`config.mk`:
```
export PLATFORM = sky130hd
export DESIGN_NAME = sipo_rx
export DESIGN_NICKNAME = d
export VERILOG_FILES = /design/src/rtl/sipo_rx.sv
export SDC_FILE = /design/constraint.sdc
export NUM_CORES = 1
export LEC_CHECK = 0
export CORE_MARGIN = 10
export CORE_UTILIZATION = 35
export DETAILED_ROUTE_END_ITERATION = 6
export GPL_ROUTABILITY_DRIVEN = 0
export SLEW_MARGIN = 20
export SYNTH_ARGS = -nofsm -noshare
export SYNTH_HDL_FRONTEND = slang
export SYNTH_SLANG_ARGS = --single-unit
```
`constraint.sdc`:
```
create_clock -name clk_i -period 4.65 [get_ports clk_i]
set_input_delay 0.93 -clock clk_i [delete_from_list [all_inputs] [get_ports clk_i]]
set_output_delay 0.93 -clock clk_i [all_outputs]
set_load 0.05 [all_outputs]
```
`src/rtl/sipo_rx.sv`:
```
// Serial-in/parallel-out deserializer: one bit per serial handshake, WIDTH-bit words out on valid/ready.
// Optional even-parity bit per frame and perr_o output when SIPO_PARITY_EN is defined.
module sipo_rx #(
   parameter int WIDTH     = 8,
   parameter bit LSB_FIRST = 1'b1
) (
   input  logic             clk_i,
   input  logic             rst_n_i,
   input  logic             clear_i,
   input  logic             sdata_i,
   input  logic             svalid_i,
   output logic             sready_o,
   output logic [WIDTH-1:0] data_o,
   output logic             valid_o,
   input  logic             ready_i
`ifdef SIPO_PARITY_EN
   ,output logic            perr_o
`endif
);

`ifdef SIPO_PARITY_EN
   localparam int FRAME = WIDTH + 1;
`else
   localparam int FRAME = WIDTH;
`endif
   localparam int CW = $clog2(FRAME);
   localparam logic [CW-1:0] LAST = CW'(FRAME - 1);

   typedef enum logic {S_SHIFT, S_PEND} state_t;

   state_t           state_q, state_d;
   logic             alive_q;
   logic [CW-1:0]    cnt_q, cnt_d;
   logic [WIDTH-1:0] shreg_q, shreg_d, word_nxt;
   logic [WIDTH-1:0] data_q, data_d;
   logic             valid_q, valid_d;
   logic             accept, free;
`ifdef SIPO_PARITY_EN
   logic             par_q, par_d;
   logic             perr_q, perr_d;
`endif

   // State register; alive_q holds sready_o low until the first edge after reset release.
   always_ff @(posedge clk_i or negedge rst_n_i) begin
      if (!rst_n_i) begin
         state_q <= S_SHIFT;
         alive_q <= 1'b0;
      end else begin
         state_q <= state_d;
         alive_q <= 1'b1;
      end
   end

   always_ff @(posedge clk_i or negedge rst_n_i) begin
      if (!rst_n_i) begin
         cnt_q   <= '0;
         shreg_q <= '0;
         data_q  <= '0;
         valid_q <= 1'b0;
`ifdef SIPO_PARITY_EN
         par_q   <= 1'b0;
         perr_q  <= 1'b0;
`endif
      end else begin
         cnt_q   <= cnt_d;
         shreg_q <= shreg_d;
         data_q  <= data_d;
         valid_q <= valid_d;
`ifdef SIPO_PARITY_EN
         par_q   <= par_d;
         perr_q  <= perr_d;
`endif
      end
   end

   // Shift register with the incoming bit dropped into its slot; a parity beat matches no slot.
   always_comb begin
      word_nxt = shreg_q;
      for (int i = 0; i < WIDTH; i++) begin
         if (LSB_FIRST ? (cnt_q == CW'(i)) : (cnt_q == CW'(WIDTH - 1 - i)))
            word_nxt[i] = sdata_i;
      end
   end

   always_comb begin
      state_d = state_q;
      cnt_d   = cnt_q;
      shreg_d = shreg_q;
      data_d  = data_q;
      valid_d = valid_q;
`ifdef SIPO_PARITY_EN
      par_d   = par_q;
      perr_d  = perr_q;
`endif
      if (valid_q && ready_i)
         valid_d = 1'b0;
      // Clear only discards assembly state; a presented word waits for its consumer.
      if (clear_i) begin
         state_d = S_SHIFT;
         cnt_d   = '0;
      end else begin
         case (state_q)
            S_SHIFT: begin
               if (accept) begin
                  if (cnt_q != LAST) begin
                     shreg_d = word_nxt;
                     cnt_d   = cnt_q + CW'(1);
                  end else begin
                     cnt_d = '0;
                     if (free) begin
`ifdef SIPO_PARITY_EN
                        data_d = shreg_q;
                        perr_d = (^shreg_q) ^ sdata_i;
`else
                        data_d = word_nxt;
`endif
                        valid_d = 1'b1;
                     end else begin
`ifdef SIPO_PARITY_EN
                        par_d = sdata_i;
`else
                        shreg_d = word_nxt;
`endif
                        state_d = S_PEND;
                     end
                  end
               end
            end
            S_PEND: begin
               if (ready_i) begin
                  data_d  = shreg_q;
                  valid_d = 1'b1;
`ifdef SIPO_PARITY_EN
                  perr_d  = (^shreg_q) ^ par_q;
`endif
                  state_d = S_SHIFT;
               end
            end
            default: state_d = S_SHIFT;
         endcase
      end
   end

   assign sready_o = alive_q && (state_q == S_SHIFT);
   assign accept   = svalid_i && sready_o;
   assign free     = !valid_q || ready_i;
   assign data_o   = data_q;
   assign valid_o  = valid_q;
`ifdef SIPO_PARITY_EN
   assign perr_o   = perr_q;
`endif

endmodule

```
==> out/summary.txt, run 1 <==
final-report setup violation count: 0
worst skew pair latency: 0.26 ns
Leak: 0.647 nW
status: finished, final reports clean
total CTS buffers: 3
fin area: 1570 sq um
die area: 6760 sq um
share of the synthesized area in the top cell type: 40.6%
setup bufs post-CTS: 0
Arrival @ worst endpoint: 1.83 ns
dpl ws: 1.64 ns
Synth area leader: dfrtp_1
M1 wire length: 1.18 mm
Synthesized Nets: 120
routed wire length: 2.51 mm
Die Y: 82.2 microns
CP max FO: 15
syn_area_per_cell: 12.7 sq um
Synth cell types: 30
Initial DRC Count: 74
share of cells above drive strength 1: 33.6%
CP Capture Type: output pin
met2 wire len: 1.23 mm
GRT Total Usage: 8.58%
RSZ-0062 raised after global routing: no
number of global-route vias before repair: 889
Worst-path clk slew: 0.08 ns
met3 WL: 63 microns
initial antenna violation count: 0
Worst Tran Pin Value: 0.728 ns
Multi-input gate area: 741 sq um
top_reg_cell synth: dfrtp_1
fmax: 363 MHz
first-pass GRT wire length: 4.52 mm
ant diodes: 0
Final nets: 133
Max-slew headroom: 51.3%
CTS Sinks: 22
DR vias: 825
crit path launch type: flop
Resized cells post-CTS: 0
core region area: 3720 sq um
ys async rst share: 100%
sequential element share of the synthesized area: 40.6%
maximum vdd drop: 0.102 mV
number of remaining DRC errors: 0
synthesized instance count: 107
Synth Register Bits: 22
Die Wd: 82.2 microns
Fin Clk Skew: 0.00330 ns
fin crit share: 59.3%
TritonRoute pass-1 iters: 4
FP Rows: 22
Initial Utilization: 36.5%
CP Data Required Time: 3.72 ns
CP Class: flop to output pin
synth top area cells: dfrtp_1, mux2_2, a2111oi_2
DR top layer: met4
Syn. warnings: 0
Final ANT Viol Nets: 0
global route overflow: 0
Slew Viols, Final: 0
DP Wirelength: 1.84 mm
slowest stage delay, CP: 0.82 ns
register area: 551 sq um
WL per Instance: 15.0 microns
final hold violation count: 0
Tmin final: 2.76 ns
count leader, synth: mux2_2
TritonCTS clock tree: yes
Post-synth EDFFs: 0
Top Family by Delay on Critical Path: buffers and inverters
Hold-fix buffers, CTS: 0
Worst Hold Slack: 0.511 ns
clk buf depth: 2
H-Tree Depth: 1
max cap viols: 0
clk root buf: clkbuf_8
I/O Buffers: 15
crit-path cells: nor2b_1, clkdlybuf4s50_1
via density per instance: 4.94
Area Growth Syn to Fin: 15.6%
worst hold path type: flop to flop
Setup WS post-layout: 1.89 ns
Bufs and invs on worst path: 1
commonest cells in the netlist: mux2_2, dfrtp_1, ha_1
Fill cells: 359
setup_tns: 0 ns
largest net degree at the start of global routing: 23
PD cells: 253 nW/um^2
io pins: 16
Syn Std Cell Area: 1360 sq um
slowest CP cell: clkdlybuf4s50_1
dpl cell area: 1520 sq um
layer usage:
| layer | vias to the layer above | GRT usage [%] |
|---|---|---|
| li1 | 407 | - |
| met1 | 410 | 11.2 |
| met2 | 6 | 12.9 |
| met3 | 2 | 1.51 |
| met4 | 0 | 5.10 |
| met5 | - | 0 |
power by group:
part	internal, mW	switching (mW)
sequential	0.201	0.00739
combinational	0.0245	0.0249
clock	0.0754	0.0625
total	0.301	0.0949
worst reg2reg max path, cell delays in order (launching register included):
cell and delay, ns:
dfrtp_1 0.64, ha_1 0.61, nor4b_2 0.33, mux2_2 0.36
cells in the final DEF (no fill, tap or decap):
master,Yosys,layout
a2111oi_2,6,6
a2111oi_4,1,1
a211oi_1,1,1
a211oi_4,1,1
a21boi_0,1,1
a21oi_1,2,2
a31oi_1,1,1
and2b_1,1,1
and3b_1,1,1
buf_2,3,1
clkbuf_8,0,4
clkdlybuf4s50_1,0,14
conb_1,1,1
dfrtp_1,22,22
ha_1,7,7
inv_1,4,4
mux2_2,24,24
nand2_1,6,6
nand2b_1,5,5
nand3b_1,4,4
nand3b_4,1,1
nor2_1,1,1
nor2b_1,1,1
nor3_1,1,1
nor3b_1,4,4
nor4b_2,1,1
o21ai_0,1,1
o21bai_4,1,1
or3_1,1,1
sequential cells by signal, indices dropped and copies added (netlist names):
| name | cells |
|---|---|
| valid_o | 1 |
| shreg_q | 8 |
| data_o | 8 |
| alive_q | 1 |
| state_q | 1 |
| cnt_q | 3 |
through the flow:
| step | util (%) | power (mW) | std cells |
|---|---|---|---|
| 2_1_floorplan | - | 0.246 | 107 |
| 3_3_place_gp | 40.8 | 0.261 | 163 |
| 3_5_place_dp | 40.8 | 0.263 | 163 |
| 4_1_cts | 42.3 | 0.402 | 167 |
| 5_1_grt | 42.2 | 0.419 | 167 |
| 6_report | 42.2 | 0.396 | 167 |
worst paths after layout:
| kind | from | endpoint | slack [ns] | cells past startpoint |
|---|---|---|---|---|
| min | shreg_q[2] | shreg_q[2] | 0.51 | 1 |
| max reg2reg | cnt_q[2] | shreg_q[7] | 2.60 | 3 |
| max in group asynchronous | rst_n_i | shreg_q[5] | 3.69 | 1 |
| min in group asynchronous | rst_n_i | alive_q | 0.62 | 1 |
| min reg2reg | shreg_q[2] | shreg_q[2] | 0.51 | 1 |
| max | state_q | sready_o | 1.89 | 2 |
cell type report:
| cell class | instances | share of cell area [%] |
|---|---|---|
| inverters | 4 | 0.958 |
| repair buffers | 15 | 9.27 |
| clock buffers | 4 | 3.51 |
| flip-flops and latches | 22 | 35.1 |
| well taps | 48 | 3.83 |
| multi-input cells | 74 | 47.3 |
kinds of logic (layout without fill, tap and decap cells):
family          count (synthesis)  in the layout  share of synthesized area, %
other cells                     1              1                         0.277
compound gates                 15             15                          14.2
simple gates                   27             27                          13.8
flops                          22             22                          40.6
fa+ha+maj                       7              7                          6.46
buf+inv                        11             23                          4.71
mux                            24             24                          19.9
Note: power is estimated with default switching activity, not from simulation.
==> inputs of run 2 (changes only) <==
==> constraint.sdc (replaced) <==
create_clock -name clk_i -period 2.8 [get_ports clk_i]
set_input_delay 0.56 -clock clk_i [delete_from_list [all_inputs] [get_ports clk_i]]
set_output_delay 0.56 -clock clk_i [all_outputs]
set_load 0.05 [all_outputs]
==> run 2 against run 1 <==
Compared with the run above: cell count rose by 1.2%; via count grew 1.3%; clock power grew 38%; critical endpoint unchanged; sequential power is 66% higher; hold slack worse by 0.0032 ns; combinational power rose by 70%; flip-flop and latch count unchanged; sequential share of layout area shrank 0.31 points; design area increased by 0.88%; critical path type unchanged; largest power group unchanged; global-route usage shrank 0.15 points.
==> out/summary.txt, run 2 (synthesis results as in run 1) <==
Fin Clk Skew: 0.00695 ns (was 0.00330 ns)
min-delay src: shreg_q[1] (was shreg_q[2])
switch share: 23.8% (was 24.0%)
hold depth: 1 (unchanged)
Die Wd: 82.2 microns (unchanged)
Final ANT Viol Nets: 0 (unchanged)
Final nets: 136 (was 133)
H-Tree Depth: 1 (unchanged)
Comb pwr share: 13.5% (was 12.5%)
setup_tns: 0 ns (unchanged)
most frequent cells in the layout: mux2_2, dfrtp_1, clkdlybuf4s50_1 (unchanged)
CP max FO: 11 (was 15)
max cap viols: 0 (unchanged)
# placed instances: 166 (was 163)
Worst Hold Slack: 0.507 ns (was 0.511 ns)
crit path launch type: flop (unchanged)
CTS Sinks: 22 (unchanged)
TritonCTS clock tree: yes (unchanged)
largest net degree at the start of global routing: 23 (unchanged)
R2R setup slack: 0.75 ns (was 2.60 ns)
routed wire length: 2.48 mm (was 2.51 mm)
worst reg2reg endpoint: data_o[7] (was shreg_q[7])
met2 Usage GRT: 12.9% (unchanged)
GR Util met3: 2.16% (was 1.51%)
crit path from: state_q (unchanged)
Hold-fix buffers, CTS: 0 (unchanged)
Tmin final: 2.28 ns
initial antenna violation count: 0 (unchanged)
Most Used Layer, Global Route: met2 (unchanged)
Worst-path clk slew: 0.08 ns (about the same)
share of cells above drive strength 1: 33.9% (was 33.6%)
status: finished, final reports clean (unchanged)
CP Data Required Time: 2.24 ns (was 3.72 ns)
Psw: 0.148 mW (was 0.0949 mW)
core region area: 3720 sq um (unchanged)
fin crit share: 81.5%
final-report setup violation count: 0 (unchanged)
DR vias: 836 (was 825)
Arrival @ worst endpoint: 1.72 ns (was 1.83 ns)
FP Rows: 22 (unchanged)
dpl ws: 0.358 ns (was 1.64 ns)
global route overflow: 0 (unchanged)
PD cells: 393 nW/um^2 (was 253 nW/um^2)
fmax: 438 MHz
Max-slew headroom: 61.5% (was 51.3%)
Worst Tran Pin Value: 0.578 ns (was 0.728 ns)
number of global-route vias before repair: 905 (was 889)
maximum vdd drop: 0.169 mV (was 0.102 mV)
I/O Buffers: 15 (unchanged)
number of remaining DRC errors: 0 (unchanged)
Slew Viols, Final: 0 (unchanged)
dpl cell area: 1540 sq um (was 1520 sq um)
setup bufs post-CTS: 0 (unchanged)
WL per Instance: 14.6 microns (was 15.0 microns)
Finished Layout Cells: 169 (was 167)
die area: 6760 sq um (unchanged)
most common cell after layout, fill and taps aside: mux2_2 (unchanged)
Initial Utilization: 36.5% (unchanged)
Tot Pwr: 0.621 mW (was 0.396 mW)
fin area: 1580 sq um (was 1570 sq um)
CP Class: flop to output pin (unchanged)
CP Capture Type: output pin (unchanged)
io pins: 16 (unchanged)
depth of the worst register-to-register path: 4 (was 3)
final hold violation count: 0 (unchanged)
reg-to-reg startpoint: cnt_q[2] (unchanged)
via density per instance: 4.95 (was 4.94)
Die Y: 82.2 microns (unchanged)
Initial DRC Count: 46 (was 74)
Leak: 0.655 nW (was 0.647 nW)
worst skew pair latency: 0.26 ns (about the same)
sequential power share: 55.8% (was 52.7%)
TritonRoute pass-1 iters: 4 (unchanged)
Area Growth Syn to Fin: 16.6% (was 15.6%)
cell internal pwr: 0.473 mW (was 0.301 mW)
Final Util: 42.5% (was 42.2%)
RSZ-0062 raised after global routing: no (unchanged)
total CTS buffers: 3 (unchanged)
worst hold path type: flop to flop (unchanged)
clk root buf: clkbuf_8 (unchanged)
ant diodes: 0 (unchanged)
hold path endpoint: shreg_q[1] (was shreg_q[2])
first-pass GRT wire length: 4.35 mm (was 4.52 mm)
Clk pwr share: 30.7% (was 34.9%)
met1 GRT Util: 10.2% (was 11.2%)
DP Wirelength: 1.84 mm (about the same)
Resized cells post-CTS: 0 (unchanged)
GRT Total Usage: 8.43% (was 8.58%)
clk buf depth: 2 (unchanged)
Setup WS post-layout: 0.517 ns (was 1.89 ns)
[run 2: cell type report]
cell class              instances  area [sq um]
flip-flops and latches         22           551
inverters                       4          15.0
fillers                       348          2140
multi-input cells              74           741
well taps                      48          60.1
repair buffers                 18           173
clock buffers                   3          41.3
[run 2: power groups by stage]
stage          clock network [mW]  logic [mW]  registers, mW
3_3_place_gp                    0      0.0838          0.352
3_5_place_dp                    0      0.0858          0.353
4_1_cts                     0.201      0.0860          0.347
5_1_grt                     0.217      0.0947          0.349
2_1_floorplan                   0      0.0596          0.348
6_report                    0.191      0.0842          0.346
[run 2: how the worst max path moves through the flow]
stage	depth (start not counted)	slack, ns	end
finish	2	0.52	sready_o
global route	2	0.42	sready_o
CTS	2	0.49	sready_o
detailed placement	4	0.36	shreg_q[2]
global placement	4	0.39	shreg_q[5]
floorplan	2	0.99	sready_o
[run 2: per-layer routing]
| metal | up-vias | wire length (microns) |
|---|---|---|
| li1 | 414 | - |
| met1 | 403 | 1140 |
| met2 | 14 | 1170 |
| met3 | 5 | 91 |
| met4 | 0 | 73 |
| met5 | - | 0 |
[run 2: critical path: stages, from the launching register on]
cell	delay, ns
dfrtp_1	0.49
nor2b_1	0.15
clkdlybuf4s50_1	0.81
